**src/rtl/unified_mem_arbiter.sv**
```systemverilog
// Shares one single-ported memory between instruction fetch and the data stage, one command per cycle.
// Grant and m_* are combinational from requests; read data returns MEM_LAT cycles after the grant, routed by tag.
// Backpressure: a denied requester sees gnt=0 and stall=1 and must hold its request until granted.
module unified_mem_arbiter #(
    parameter int XLEN          = 32,
    parameter int ADDR_W        = 32,
    parameter int MEM_LAT       = 1,
    parameter int DATA_PRIORITY = 1,
    parameter int MAX_STARVE    = 4
) (
    input  logic              clk,
    input  logic              rst,
    input  logic              if_req,
    input  logic [ADDR_W-1:0] if_addr,
    input  logic              if_flush,
    output logic              if_gnt,
    output logic              if_rvalid,
    output logic [XLEN-1:0]   if_rdata,
    input  logic              d_req,
    input  logic              d_we,
    input  logic [ADDR_W-1:0] d_addr,
    input  logic [XLEN-1:0]   d_wdata,
    input  logic [2:0]        d_func3,
    output logic              d_gnt,
    output logic              d_rvalid,
    output logic [XLEN-1:0]   d_rdata,
    output logic              m_en,
    output logic              m_we,
    output logic [ADDR_W-1:0] m_addr,
    output logic [XLEN-1:0]   m_wdata,
    output logic [2:0]        m_func3,
    input  logic [XLEN-1:0]   m_rdata,
    output logic              stall_if,
    output logic              stall_mem
);

    typedef enum logic [1:0] {
        TAG_NONE = 2'd0,
        TAG_IF   = 2'd1,
        TAG_D    = 2'd2
    } tag_e;

    localparam bit         HI_IS_D    = (DATA_PRIORITY != 0);
    localparam logic [3:0] STARVE_MAX = 4'(MAX_STARVE);
    localparam logic [2:0] FETCH_F3   = 3'b010;

    logic [3:0]      starve_q, starve_d;
    tag_e            tag_q [MEM_LAT];
    tag_e            tag_d [MEM_LAT];
    tag_e            new_tag;
    tag_e            emerge_tag;
    logic [XLEN-1:0] if_rdata_q, d_rdata_q;
    logic            starved;
    logic            lo_req, lo_gnt;

    // Grant selection; reset masks everything so no command leaks out while rst=0.
    always_comb begin
        if_gnt  = 1'b0;
        d_gnt   = 1'b0;
        starved = (starve_q == STARVE_MAX);
        if (rst) begin
            if (if_req && d_req) begin
                d_gnt  = HI_IS_D ? ~starved : starved;
                if_gnt = ~d_gnt;
            end else begin
                if_gnt = if_req;
                d_gnt  = d_req;
            end
        end
    end

    always_comb begin
        m_en    = 1'b0;
        m_we    = 1'b0;
        m_addr  = '0;
        m_wdata = '0;
        m_func3 = 3'b000;
        if (if_gnt) begin
            m_en    = 1'b1;
            m_addr  = if_addr;
            m_func3 = FETCH_F3;
        end else if (d_gnt) begin
            m_en    = 1'b1;
            m_we    = d_we;
            m_addr  = d_addr;
            m_wdata = d_wdata;
            m_func3 = d_func3;
        end
    end

    assign stall_if  = rst & if_req & ~if_gnt;
    assign stall_mem = rst & d_req & ~d_gnt;

    // Starvation tracking applies only to the low-priority port.
    always_comb begin
        lo_req   = HI_IS_D ? if_req : d_req;
        lo_gnt   = HI_IS_D ? if_gnt : d_gnt;
        starve_d = starve_q;
        if (lo_req && lo_gnt) begin
            starve_d = 4'd0;
        end else if (lo_req && !starved) begin
            starve_d = starve_q + 4'd1;
        end
    end

    always_comb begin
        if (if_gnt) begin
            new_tag = TAG_IF;
        end else if (d_gnt && !d_we) begin
            new_tag = TAG_D;
        end else begin
            new_tag = TAG_NONE;
        end
        tag_d[0] = new_tag;
        // A flush kills fetch tags already in flight but not the fetch issued alongside it.
        for (int i = 1; i < MEM_LAT; i++) begin
            if (if_flush && tag_q[i-1] == TAG_IF) begin
                tag_d[i] = TAG_NONE;
            end else begin
                tag_d[i] = tag_q[i-1];
            end
        end
    end

    assign emerge_tag = tag_q[MEM_LAT-1];
    assign if_rvalid  = rst & (emerge_tag == TAG_IF) & ~if_flush;
    assign d_rvalid   = rst & (emerge_tag == TAG_D);
    assign if_rdata   = if_rvalid ? m_rdata : if_rdata_q;
    assign d_rdata    = d_rvalid  ? m_rdata : d_rdata_q;

    always_ff @(posedge clk) begin
        if (!rst) begin
            starve_q   <= 4'd0;
            if_rdata_q <= '0;
            d_rdata_q  <= '0;
            for (int i = 0; i < MEM_LAT; i++) begin
                tag_q[i] <= TAG_NONE;
            end
        end else begin
            starve_q   <= starve_d;
            if_rdata_q <= if_rdata;
            d_rdata_q  <= d_rdata;
            for (int i = 0; i < MEM_LAT; i++) begin
                tag_q[i] <= tag_d[i];
            end
        end
    end

endmodule

```
**config.mk**
```make
export PLATFORM = sky130hd
export DESIGN_NAME = unified_mem_arbiter
export DESIGN_NICKNAME = d
export VERILOG_FILES = /design/src/rtl/unified_mem_arbiter.sv
export SDC_FILE = /design/constraint.sdc
export NUM_CORES = 1
export LEC_CHECK = 0
export BUFFER_PORTS_ARGS = -buffer_cell sky130_fd_sc_hd__buf_2
export CORE_ASPECT_RATIO = 1.75
export CORE_MARGIN = 2
export CORE_UTILIZATION = 29
export CTS_BUF_LIST = sky130_fd_sc_hd__clkbuf_4 sky130_fd_sc_hd__clkbuf_8
export DETAILED_ROUTE_END_ITERATION = 7
export GPL_ROUTABILITY_DRIVEN = 0
export GPL_TIMING_DRIVEN = 0
export PLACE_DENSITY = 0.7
export SLEW_MARGIN = 40
export SYNTH_ARGS = -nofsm -noshare
export SYNTH_HDL_FRONTEND = slang
export SYNTH_SLANG_ARGS = --single-unit
```
**constraint.sdc**
```tcl
create_clock -name clk -period 2.6 [get_ports clk]
set_input_delay 0.65 -clock clk [delete_from_list [all_inputs] [get_ports clk]]
set_output_delay 0.65 -clock clk [all_outputs]
set_load 0.005 [all_outputs]
```
==> summary.txt <==
Global route
  • Largest net degree at the start of global routing: 14
  • First-pass GRT wire length: 18,800 um
  • Total gr overflow: 0
  • Vias in the first global route: 3,592
  • Initial antenna violation count: 2
  • GRT Total Usage: 19.2%

Drt
  • Via density: 4.49
  • WL final: 13,200 um
  • Post-route ant nets: 0
  • Initial DRC count: 51
  • Routed WL per cell: 16.7 um
  • Via count of the routed design: 3,557
  • DR pass1 iterations: 4
  • Drt drc: 0

Die
  • Die Y-Extent: 150 um
  • Row count: 53
  • Core area: 12,000 um2
  • Die ar.: 13,200 um2
  • Die X: 87.7 um
  • Initial Util: 29.6%
  • # IOs: 276

Layout
  • Synth-to-Final Area Change: 55.0%
  • Commonest non-fill, non-tap cell in the layout: buf_2
  • Nets: 760
  • Layout cells sized above 1: 63.4%
  • Fin cells: 792
  • Most frequent cells in the layout: buf_2 (273), and2_1 (95), dfxtp_1 (67)
  • Post-Layout Inst Area: 5510 um2

Synth
  • Synth area leaders: dfxtp_1 (39%), and2_1 (17%), mux2_4 (12%), mux2_2 (11%), a22o_1 (7.9%)
  • Ys Warns: 0
  • Flops & latches, synth: 70
  • Yosys top cell by area: dfxtp_1
  • Synth top area share: 39.4%
  • Sequential element share of the synthesized area: 39.4%
  • Post-synthesis cell area: 3550 um2
  • Post-Syn Instances: 329
  • Syn_area_per_cell: 10.8 um2
  • Post-synthesis cell type count: 33
  • Syn nets: 468

Timing
  • Worst-margin pin slew: 590 ps
  • Final setup vio count: 0
  • Post-route clock period utilization: 97.7%
  • Final Hold Fails: 0
  • Final WS setup: 58.7 ps
  • Rel. slew slack: 60.7%
  • Clock skew: 5.94 ps
  • Final min period: 2540 ps
  • Unrepaired setup endpoints after global routing: yes
  • Final number of max-transition violations: 0
  • Worst Hold Slack: 485 ps
  • Highest Clock Rate: 394 MHz

CTS
  • Skew-Pair Late Insertion Delay: 340 ps
  • CTS sink count: 70
  • H-tree levels: 3
  • Clock buffer depth: 2
  • CTS Hold Buffers Added: 0
  • CTS Buf Count: 9
  • Clock-pin slew on the worst setup and hold paths: 80 ps
  • CTS tree: done
  • Clock root buffer: clkbuf_8

Power
  • Worst ir drop on vdd: 0.203 mV
  • Leakage: 2.99 nW
  • Pwr/cell area: 425 nW/um2
  • Tot Pwr: 2.34 mW

Hold path
  • Hold Crit Class: in -> reg
  • Critical hold path startpoint: d_we

Critical path
  • CP endpoint kind: primary output
  • Crit-path max FO: 10
  • CP Data Required Time: 1950 ps
  • Crit path launch: d_req
  • Reg-to-reg startpoint: tag_q[0][0]
  • WS Path Type: in -> out
  • Setup crit start kind: input port
  • Arrival @ worst endpoint: 1890 ps

Place
  • Placed Instances: 766
  • Input/output buffers: 272
  • Post-Place Worst Slack: -213 ps
  • Placed standard-cell area: 5120 um2
  • Detailed Place HPWL: 10,600 um

Run
  • Maxcap violations: 0

Run status
  • Status: finished clean
==> worst max-delay path: stages <==
cell and delay [ps]:
buf_2 190, nand2_1 210, a31oi_4 250, buf_12 140, clkbuf_8 150, a21o_1 170
buf_2 130
==> flip-flops by register name, summed over array words and instances, names as in the netlist <==
signal      cells
d_rdata_q      32
if_rdata_q     32
starve_q        4
tag_q           2
==> repair_timing <==
item                                   in CTS  in global routing
buffers inserted                            8                  0
pin swaps                                   3                  2
gates cloned                                2                  0
setup endpoints to repair                  71                 56
gates resized for setup                    25                 13
endpoints found under the hold margin       0                  0
==> routing by layer <==
metal  up-vias  wire (um)  part of all wire [%]  track usage, %
met5         -         12                 0.091               0
met4         2        376                   2.8            7.77
met3        23       1100                   8.3            5.10
met2       197       6780                    51            34.4
met1      1623       4950                    37            21.1
li1       1712          -                     -               -
==> final cells by class <==
| class | count | area, um2 |
|---|---|---|
| fillers | 1173 | 6490 |
| multi-input cells | 230 | 2020 |
| repair buffers | 281 | 1450 |
| flip-flops and latches | 70 | 1410 |
| plain buffers | 26 | 226 |
| well taps | 165 | 206 |
| clock buffers | 10 | 138 |
| clock inverters | 6 | 45.0 |
| inverters | 3 | 11.3 |
| diodes | 1 | 2.50 |
==> synth_stat cells <==
library cell / count
a21o_1: 1
a21oi_1: 2
a21oi_2: 1
a22o_1: 32
a31oi_1: 1
a31oi_2: 1
and2_1: 96
and2_4: 3
and4bb_1: 1
buf_12: 3
buf_2: 5
buf_4: 3
buf_6: 2
clkbuf_1: 14
dfxtp_1: 70
ha_1: 2
inv_1: 3
mux2_2: 35
mux2_4: 29
mux2i_1: 1
nand2_1: 7
nand3_1: 3
nand3b_1: 1
nand3b_2: 1
nand4_1: 1
nor2_1: 2
nor2b_1: 3
nor3_1: 1
o21a_1: 1
o21ai_0: 1
o31ai_1: 1
or2_2: 1
or3_1: 1
==> path summary, 6_finish.rpt <==
path | slack (ps) | endpoint | cells past startpoint
hold reg to reg | 540 | starve_q[3] | 2
hold / removal | 490 | tag_q[0][1] | 2
setup reg to reg | 1100 | d_rdata_q[12] | 4
setup / recovery | 60 | m_func3[1] | 7
==> cells by family (layout without fill, tap and decap cells) <==
group | Yosys count | after routing | share of synthesized area, %
AO/OA/AOI/OAI | 41 | 42 | 9.72
other | 0 | 1 | 0
multiplexers | 65 | 65 | 23.6
AND/OR/NAND/NOR | 121 | 121 | 21.1
buffers and inverters | 30 | 326 | 5.46
adder cells (fa/ha/maj) | 2 | 2 | 0.704
flip-flops | 70 | 70 | 39.4
==> power breakdown <==
part           internal [mW]  switching [mW]  total [mW]
logic                  0.237           0.191       0.427
clock network          0.375           0.442       0.817
registers               1.09         0.00534        1.09
==> per-stage QoR <==
step           setup TNS (ps)  utilization [%]
3_3_place_gp            -2550             42.7
4_1_cts                 -4.50             45.7
3_5_place_dp            -5410             42.7
2_1_floorplan               0                -
5_1_grt                 -71.1             45.9
6_report                    0             45.9
No activity file was read; power rests on OpenSTA's default activity.
